--- src/rtl/alu_pkg.sv ---
// rtl/alu_pkg.sv - shared encodings and default widths for the ALU accumulator stage
package alu_pkg;

    localparam int DEF_WIDTH = 9;
    localparam int DEF_CNT_W = 6;

    typedef enum logic [1:0] {
        OP_LOAD = 2'b00,
        OP_ADD  = 2'b01,
        OP_ADC  = 2'b10,
        OP_MULR = 2'b11
    } op_t;

    typedef enum logic [1:0] {
        ST_IDLE = 2'b00,
        ST_RUN  = 2'b01,
        ST_DONE = 2'b10
    } state_t;

endpackage

--- src/rtl/alu_accumulator_if.sv ---
// rtl/alu_accumulator_if.sv - start/busy/done handshake between control unit and accumulator
interface alu_accumulator_if #(
    parameter int WIDTH = 9,
    parameter int CNT_W = 6
);
    logic             start;
    logic [1:0]       op;
    logic [WIDTH-1:0] operand;
    logic [CNT_W-1:0] count;
    logic             busy;
    logic             done;
    logic [WIDTH-1:0] acc;
    logic             carry;

    // control unit side
    modport master (
        output start, op, operand, count,
        input  busy, done, acc, carry
    );

    // accumulator side
    modport slave (
        input  start, op, operand, count,
        output busy, done, acc, carry
    );
endinterface

--- src/rtl/alu_accumulator.sv ---
// rtl/alu_accumulator.sv - accumulator, carry flag and sequencing around the external ALU
module alu_accumulator
    import alu_pkg::*;
#(
    parameter int WIDTH = DEF_WIDTH,
    parameter int CNT_W = DEF_CNT_W
) (
    input  logic             clk,
    input  logic             rst_n,
    alu_accumulator_if.slave bus,
    output logic [WIDTH-1:0] alu_a1,
    output logic [WIDTH-1:0] alu_a2,
    output logic             alu_cin,
    input  logic [WIDTH-1:0] alu_o
);

    state_t           state;
    op_t              op_reg;
    logic [WIDTH-1:0] acc_reg;
    logic [WIDTH-1:0] operand_reg;
    logic [CNT_W-1:0] remaining;
    logic             carry_reg;
    logic             busy_reg;
    logic             done_reg;
    logic             wrap;

    assign alu_a1    = acc_reg;
    assign alu_a2    = operand_reg;
    assign bus.acc   = acc_reg;
    assign bus.carry = carry_reg;
    assign bus.busy  = busy_reg;
    assign bus.done  = done_reg;

    // Carry-in only feeds the ALU while an ADC step is actually executing.
    always_comb begin
        alu_cin = 1'b0;
        if (state == ST_RUN && op_reg == OP_ADC) begin
            alu_cin = carry_reg;
        end
    end

    // Unsigned modulo overflow: result fell below a1, or equalled it with a carry-in
    // (a2 + cin == 2^WIDTH exactly).
    always_comb begin
        wrap = (alu_o < alu_a1) || (alu_cin && (alu_o == alu_a1));
    end

    // Sequencer FSM with registered busy/done and the accumulator datapath registers.
    always_ff @(posedge clk) begin
        if (!rst_n) begin
            state       <= ST_IDLE;
            op_reg      <= OP_LOAD;
            acc_reg     <= '0;
            operand_reg <= '0;
            remaining   <= '0;
            carry_reg   <= 1'b0;
            busy_reg    <= 1'b0;
            done_reg    <= 1'b0;
        end else begin
            case (state)
                ST_IDLE: begin
                    if (bus.start) begin
                        op_reg      <= op_t'(bus.op);
                        operand_reg <= bus.operand;
                        busy_reg    <= 1'b1;
                        case (op_t'(bus.op))
                            OP_LOAD: begin
                                acc_reg   <= bus.operand;
                                carry_reg <= 1'b0;
                                remaining <= '0;
                                state     <= ST_DONE;
                                done_reg  <= 1'b1;
                            end
                            OP_ADD, OP_ADC: begin
                                remaining <= CNT_W'(1);
                                state     <= ST_RUN;
                            end
                            default: begin
                                acc_reg   <= '0;
                                carry_reg <= 1'b0;
                                remaining <= bus.count;
                                if (bus.count == '0) begin
                                    state    <= ST_DONE;
                                    done_reg <= 1'b1;
                                end else begin
                                    state <= ST_RUN;
                                end
                            end
                        endcase
                    end
                end
                ST_RUN: begin
                    acc_reg   <= alu_o;
                    remaining <= remaining - CNT_W'(1);
                    if (op_reg == OP_MULR) begin
                        carry_reg <= carry_reg | wrap;
                    end else begin
                        carry_reg <= wrap;
                    end
                    if (remaining == CNT_W'(1)) begin
                        state    <= ST_DONE;
                        done_reg <= 1'b1;
                    end
                end
                ST_DONE: begin
                    state    <= ST_IDLE;
                    busy_reg <= 1'b0;
                    done_reg <= 1'b0;
                end
                default: begin
                    state    <= ST_IDLE;
                    busy_reg <= 1'b0;
                    done_reg <= 1'b0;
                end
            endcase
        end
    end

endmodule

--- src/flat_wrapper.sv ---
// flat-port wrapper written by rule: the top's interface ports become plain ports
module alu_accumulator_flat import alu_pkg::*;
#(
    parameter int WIDTH = DEF_WIDTH,
    parameter int CNT_W = DEF_CNT_W
)
  (clk, rst_n, alu_a1, alu_a2, alu_cin, alu_o, bus_start, bus_op, bus_operand, bus_count, bus_busy, bus_done, bus_acc, bus_carry);
  alu_accumulator_if #(.WIDTH(WIDTH), .CNT_W(CNT_W)) bus_i ();
  input  logic clk;
  input  logic rst_n;
  output logic [WIDTH-1:0] alu_a1;
  output logic [WIDTH-1:0] alu_a2;
  output logic alu_cin;
  input  logic [WIDTH-1:0] alu_o;
  input wire logic [$bits(bus_i.start)-1:0] bus_start;
  input wire logic [$bits(bus_i.op)-1:0] bus_op;
  input wire logic [$bits(bus_i.operand)-1:0] bus_operand;
  input wire logic [$bits(bus_i.count)-1:0] bus_count;
  output wire logic [$bits(bus_i.busy)-1:0] bus_busy;
  output wire logic [$bits(bus_i.done)-1:0] bus_done;
  output wire logic [$bits(bus_i.acc)-1:0] bus_acc;
  output wire logic [$bits(bus_i.carry)-1:0] bus_carry;
  assign bus_i.start = bus_start;
  assign bus_i.op = bus_op;
  assign bus_i.operand = bus_operand;
  assign bus_i.count = bus_count;
  assign bus_busy = bus_i.busy;
  assign bus_done = bus_i.done;
  assign bus_acc = bus_i.acc;
  assign bus_carry = bus_i.carry;
  alu_accumulator #(.WIDTH(WIDTH), .CNT_W(CNT_W)) u_core (.clk(clk), .rst_n(rst_n), .bus(bus_i), .alu_a1(alu_a1), .alu_a2(alu_a2), .alu_cin(alu_cin), .alu_o(alu_o));
endmodule
--- config.mk ---
export PLATFORM = sky130hd
export DESIGN_NAME = alu_accumulator_flat
export DESIGN_NICKNAME = d
export VERILOG_FILES = /design/src/rtl/alu_pkg.sv /design/src/rtl/alu_accumulator_if.sv /design/src/rtl/alu_accumulator.sv /design/src/flat_wrapper.sv
export SDC_FILE = /design/constraint.sdc
export NUM_CORES = 1
export LEC_CHECK = 0
export CORE_MARGIN = 10
export CORE_UTILIZATION = 55
export DETAILED_ROUTE_END_ITERATION = 16
export DONT_BUFFER_PORTS = 1
export PLACE_DENSITY = 0.7
export SYNTH_ARGS = -nofsm -noshare
export SYNTH_HDL_FRONTEND = slang
export SYNTH_SLANG_ARGS = --single-unit
--- constraint.sdc ---
create_clock -name clk -period 1.8 [get_ports clk]
set_input_delay 0.36 -clock clk [delete_from_list [all_inputs] [get_ports clk]]
set_output_delay 0.36 -clock clk [all_outputs]
set_load 0.01 [all_outputs]
==> results of run 1 <==
-- where the power goes --
group / switching [mW] / total (mW) / internal (mW) / leakage [nW]
registers: 0.0738 / 0.834 / 0.761 / 0.255
clock network: 0.257 / 0.585 / 0.328 / 0.0482
logic: 0.268 / 0.469 / 0.201 / 0.538
total: 0.598 / 1.89 / 1.29 / 0.841
-- synthesized netlist by cell type (2+ instances only) --
| cell type | n | area, um2 |
|---|---|---|
| buf_2 | 5 | 25.0 |
| ha_1 | 13 | 163 |
| o21a_1 | 3 | 22.5 |
| o21ai_0 | 5 | 25.0 |
| a32oi_1 | 2 | 17.5 |
| dfxtp_1 | 31 | 621 |
| inv_1 | 19 | 71.3 |
| buf_4 | 9 | 67.6 |
| nor2b_1 | 4 | 25.0 |
| nand2_1 | 37 | 139 |
| a21oi_1 | 9 | 45.0 |
| nor3_1 | 3 | 15.0 |
| clkbuf_8 | 3 | 41.3 |
| o21ai_1 | 2 | 10.0 |
| o21bai_1 | 2 | 15.0 |
| nand3_1 | 23 | 115 |
| o211a_1 | 9 | 90.1 |
| o211ai_1 | 3 | 22.5 |
| a21boi_0 | 11 | 82.6 |
| a31oi_1 | 3 | 18.8 |
| nor2_1 | 5 | 18.8 |
| nor3b_1 | 2 | 15.0 |
| clkbuf_1 | 3 | 11.3 |
| a211oi_1 | 3 | 22.5 |
-- metal layers --
layer,vias up,wire length [um],track usage (%)
li1,778,-,-
met1,731,1950,16.7
met2,64,2110,24.3
met3,6,556,9.10
met4,0,48,4.56
met5,-,0,0
-- cell usage in the layout (no fill, tap or decap), types with 3 or more instances in the layout --
| master | n |
|---|---|
| nor3_1 | 3 |
| nand2_1 | 37 |
| a31oi_1 | 3 |
| dfxtp_1 | 31 |
| nor2b_1 | 4 |
| nor2_1 | 5 |
| a21oi_1 | 9 |
| clkbuf_4 | 5 |
| o211a_1 | 9 |
| o211ai_1 | 3 |
| inv_1 | 19 |
| nand3_1 | 23 |
| o21a_1 | 3 |
| ha_1 | 13 |
| a21boi_0 | 11 |
| o21ai_0 | 5 |
| a211oi_1 | 3 |
| buf_4 | 13 |
-- stage by stage --
stage	std cells	cell area, um2	hold slack (ps)
2_1_floorplan	224	1840	450
3_3_place_gp	261	1850	458
3_5_place_dp	261	1850	485
4_1_cts	269	1930	129
5_1_grt	269	1930	108
6_report	269	1930	138
-- cell type report --
type / instances / area [um2]
timing repair buffer: 13 / 97.6
sequential: 31 / 621
tap: 44 / 55.1
clock buffer: 6 / 51.3
inverter: 19 / 71.3
clock inverter: 2 / 35.0
multi-input combinational: 154 / 1000
fill: 290 / 1190
-- kinds of logic (layout without fill, tap and decap cells) --
family / after synthesis / count (layout)
buffers and inverters: 39 / 40
muxes: 1 / 1
AOI/OAI and AO/OA: 57 / 57
adders and majority gates: 13 / 13
DFF: 31 / 31
and+or+nand+nor: 83 / 83
-- worst reg2reg max path, stage by stage (launching register included) --
cell and delay [ps]:
dfxtp_1 350, inv_1 50, ha_1 280, nand4_1 140
or4_1 530, a31oi_1 160, o21bai_1 110
-- how the worst max path moves through the flow --
| stage | endpoint | slack, ps | depth (start not counted) |
|---|---|---|---|
| after floorplan | u_core.bus.carry | 150 | 6 |
| after global placement | u_core.bus.carry | 210 | 5 |
| after detailed placement | u_core.bus.carry | 150 | 6 |
| after CTS | alu_cin | 110 | 3 |
| after global routing | alu_cin | 3 | 3 |
| final | alu_cin | 120 | 3 |
==> results.py, run 1 <==
metrics = {
    "critical_path": {
        "end_kind": "output port",
        "path_max_fanout": 8,
        "max_stage_delay_ps": 390,
        "path_class": "reg -> out",
        "r2r-end": "u_core.bus.carry",
        "cp.required_ps": 1440,
        "crit_chain": "nand3b_1 -> nor3b_1 -> buf_4",
        "ff2ff_setup_slack_ps": 130,
        "reg2regPathDepth": 6,
        "startpoint": "u_core.state[1]",
        "worst-path-buf-inv": 1,
        "cp_top_family": "simple AND/OR/NAND/NOR gates",
        "arrival_ps": 1320,
        "startpoint_type": "flip-flop",
        "slowest_stage": "dfxtp_1",
        "worstReg2RegStart": "u_core.alu_a1[7]",
    },
    "timing": {
        "worst_pin_slew_ps": 457,
        "finalCritPeriodShare_pct": 93.1,
        "worst_slack_ps": 123,
        "grt_setup_unrepaired": "false",
        "slew_violations": 0,
        "setup_viol": 0,
        "skew_ps": 12.7,
        "finalCriticalPeriod_ps": 1680,
        "fin_tns_setup_ps": 0,
        "relSlewSlack_pct": 69.4,
        "fmax_mhz": 596,
        "hold_viol": 0,
    },
    "synthesis": {
        "syn_area_um2": 1840,
        "synth_cell_types": 39,
        "synthMuxAreaShare_pct": 0.612,
        "avgSynthCellArea_um2": 8.22,
        "synthAdderAreaFrac_pct": 8.84,
        "syn_nets": 266,
        "synth_flop_cell": "dfxtp_1",
        "synth_compound_area_share_pct": 22.7,
        "synthCells": 224,
        "yosys.area_share.simple_pct": 22.4,
        "yosysWarnings": 0,
        "async_flop_share_pct": 0,
        "synth_edf_count": 0,
        "ys_ff_latch": 31,
        "yosysSeqAreaShare_pct": 33.7,
        "synth_top_family_by_area": "compound AO/OA/AOI/OAI gates",
        "synth_xor_area_share_pct": 0,
    },
    "detailed_routing": {
        "via_count": 1579,
        "ant_nets": 0,
        "drt-total-wl_um": 4670,
        "post-route-drc-count": 0,
        "wl_per_cell_um": 17.4,
        "first_pass_iters": 5,
        "vias_per_cell": 5.87,
        "drtIter0Drc": 99,
    },
    "place": {
        "io_buffers": 0,
        "dp_hpwl_um": 3680,
        "place_congestion": 0.857,
        "dp_slack_ps": 149,
    },
    "global_route": {
        "grt.total_usage_pct": 15.3,
        "antenna_found_initial": 0,
        "grt_max_degree": 30,
        "grt_pass1_wl_um": 7470,
        "grt_overflow": 0,
        "grt_pass1_vias": 1543,
    },
    "final_layout": {
        "final_nets": 266,
        "n_antenna_cell": 0,
        "areaGrowthSynthToFinish_pct": 5.10,
        "fin_util_pct": 61.8,
        "final_layout_size_suffix_gt1_share_pct": 12.4,
    },
    "clock_network": {
        "cts-root-buf": "clkbuf_4",
        "cts.reportedPaths.clkPinSlew_ps": 110,
        "cts.path.max_buffers": 2,
        "cts_tree": "yes",
        "htreeDepth": 2,
        "clock_latency_ps": 350,
        "cts_buffers": 5,
        "cts_resized": 0,
        "clock_sink_count": 31,
        "cts.hold.buffers_added": 0,
        "post_cts_buffers": 0,
    },
    "die": {
        "initial_core_util_pct": 58.8,
        "die_x_um": 77.9,
        "io_pins": 60,
        "fp.coreArea_um2": 3130,
        "die_area_um2": 6060,
        "num_rows": 20,
        "die_h_um": 77.9,
    },
    "hold_path": {
        "holdPathEnd": "u_core.alu_a1[2]",
        "holdCritPathClass": "in -> reg",
        "hold_start": "rst_n",
        "hold_depth": 1,
    },
    "flow_run": {
        "drv_cap": 0,
    },
    "pwr": {
        "finalPower_mw": 1.89,
        "p_leak_nw": 0.841,
        "irDropWorstVdd_mv": 0.525,
        "p_per_area_nw_per_um2": 976,
    },
    "outcome": {
        "status": "completed",
    },
}
Note: power is estimated with default switching activity, not from simulation.
==> inputs of run 2 (changes only) <==
Settings changed: CELL_PAD_IN_SITES_DETAIL_PLACEMENT from default to 1, CELL_PAD_IN_SITES_GLOBAL_PLACEMENT from default to 2, CORE_UTILIZATION 55 to 35, CTS_CLUSTER_SIZE from default to 10, PLACE_DENSITY 0.7 to default, PLACE_DENSITY_LB_ADDON from default to 0.1.
==> run 2 against run 1 <==
Compared with the run above:
- worst setup slack better by 9.6 ps
- via count rose by 1.6%
- register-to-register slack is essentially flat
- critical path depth up 3
- global-route usage fell by 2.2 points
- core utilization decreased by 23 points
- critical path type is now reg -> reg
- largest power group unchanged
==> results.py, run 2 (synthesis gave the netlist of run 1 again) <==
metrics = {
    "clock_network": {
        "clock_sink_count": 31,
        "cts.hold.buffers_added": 0,
        "cts_resized": 0,
        "cts_tree": "yes",
        "cts_buffers": 5,
        "htreeDepth": 2,
        "clock_latency_ps": 290,
        "cts-root-buf": "clkbuf_8",
        "cts.reportedPaths.clkPinSlew_ps": 80,
        "cts.path.max_buffers": 2,
        "post_cts_buffers": 0,
    },
    "critical_path": {
        "end_kind": "flip-flop",
        "max_stage_delay_ps": 520,
        "startpoint": "u_core.alu_a1[6]",
        "reg2regPathDepth": 6,
        "startpoint_type": "flip-flop",
        "cp.depth": 6,
        "worst-path-buf-inv": 1,
        "cp.required_ps": 2030,
        "slowest_stage": "or4_1",
        "cp_top_family": "simple AND/OR/NAND/NOR gates",
        "path_max_fanout": 2,
        "arrival_ps": 1890,
        "worstReg2RegStart": "u_core.alu_a1[6]",
        "path_class": "reg -> reg",
        "crit_chain": "inv_1 -> ha_1 -> nand4_1 -> or4_1 -> a31oi_1 -> o21bai_1",
    },
    "detailed_routing": {
        "vias_per_cell": 5.42,
        "first_pass_iters": 4,
        "post-route-drc-count": 0,
        "drtIter0Drc": 56,
        "drt-total-wl_um": 5500,
        "wl_per_cell_um": 18.6,
        "via_count": 1604,
        "ant_nets": 0,
    },
    "die": {
        "die_x_um": 92.5,
        "die_h_um": 92.5,
        "num_rows": 26,
        "io_pins": 60,
        "die_area_um2": 8560,
        "fp.coreArea_um2": 5110,
        "initial_core_util_pct": 36.0,
    },
    "timing": {
        "fin_tns_setup_ps": 0,
        "holdWs_ps": 194,
        "finalCriticalPeriod_ps": 1670,
        "grt_setup_unrepaired": "false",
        "slew_violations": 0,
        "fmax_mhz": 600,
        "setup_viol": 0,
        "relSlewSlack_pct": 69.7,
        "finalCritPeriodShare_pct": 92.6,
        "skew_ps": 7.80,
        "hold_viol": 0,
        "worst_pin_slew_ps": 453,
    },
    "final_layout": {
        "layout_common_cells": "37 x nand2_1, 31 x dfxtp_1, 23 x nand3_1, 19 x inv_1",
        "instances_no_fill": 296,
        "areaGrowthSynthToFinish_pct": 8.36,
        "final_common_cell": "nand2_1",
        "final_layout_size_suffix_gt1_share_pct": 12.8,
        "n_antenna_cell": 0,
        "final_nets": 267,
        "fillers": 633,
    },
    "hold_path": {
        "hold_start": "rst_n",
        "holdCritPathClass": "in -> reg",
        "hold_depth": 1,
    },
    "pwr": {
        "seq_power_share_pct": 44.0,
        "p_sw_share_pct": 34.3,
        "finalPower_mw": 1.90,
        "power.share.clock_pct": 30.0,
        "p_leak_nw": 0.847,
        "combPwrFrac_pct": 26.0,
        "p_per_area_nw_per_um2": 953,
        "switching_power_mw": 0.653,
        "irDropWorstVdd_mv": 0.355,
        "p_int_mw": 1.25,
    },
    "global_route": {
        "antenna_found_initial": 0,
        "use_met2_pct": 21.2,
        "gr-max-usage-layer": "met2",
        "grt_pass1_vias": 1687,
        "grt_util_met3_pct": 6.13,
        "met1_usage_pct": 15.0,
        "grt_pass1_wl_um": 8960,
        "grt.total_usage_pct": 13.1,
        "grt_overflow": 0,
        "grt_max_degree": 30,
    },
    "place": {
        "place_congestion": 0.798,
        "dp_hpwl_um": 4420,
        "io_buffers": 0,
        "dp_cells": 288,
    },
    "flow_run": {
        "drv_cap": 0,
    },
    "outcome": {
        "status": "completed",
    },
}
-- run 2: path summary, 6_finish.rpt --
path	to	slack [ps]
worst min-delay path	u_core.alu_a1[7]	190
worst min register to register	u_core.op_reg[1]	500
worst max-delay path	u_core.bus.carry	130
worst max register to register	u_core.bus.carry	130
-- run 2: per-stage QoR --
step	setup slack, ps	area [um2]	utilization (%)
floorplan	155	1840	-
global placement	194	1900	37.2
detailed placement	113	1900	37.2
CTS	99.3	1990	39.0
global route	0.238	1990	39.0
finish	133	1990	39.0
-- run 2: power by group through the flow --
stage	Sequential [mW]	Clock [mW]	Combinational, mW
final	0.836	0.570	0.495
after global routing	0.849	0.640	0.566
after CTS	0.839	0.592	0.504
after detailed placement	0.854	0	0.502
after global placement	0.848	0	0.478
after floorplan	0.854	0	0.384
-- run 2: cell type report --
cell class	count	area, um2	area share, %
clock buffers	5	68.8	3.45
clock inverters	3	25.0	1.25
inverters	19	71.3	3.58
multi-input cells	154	1000	50.3
flip-flops and latches	31	621	31.1
well taps	70	87.6	4.39
repair buffers	14	118	5.90
-- run 2: metal layers --
layer | wire (um) | vias to the layer above
met2 | 2610 | 55
met3 | 537 | 4
met5 | 0 | -
met1 | 2310 | 769
li1 | - | 776
met4 | 38 | 0
-- run 2: worst register-to-register path: stages (launching register included) --
cell      delay [ps]
dfxtp_1          330
inv_1             50
ha_1             300
nand4_1          130
or4_1            520
a31oi_1          160
o21bai_1         120
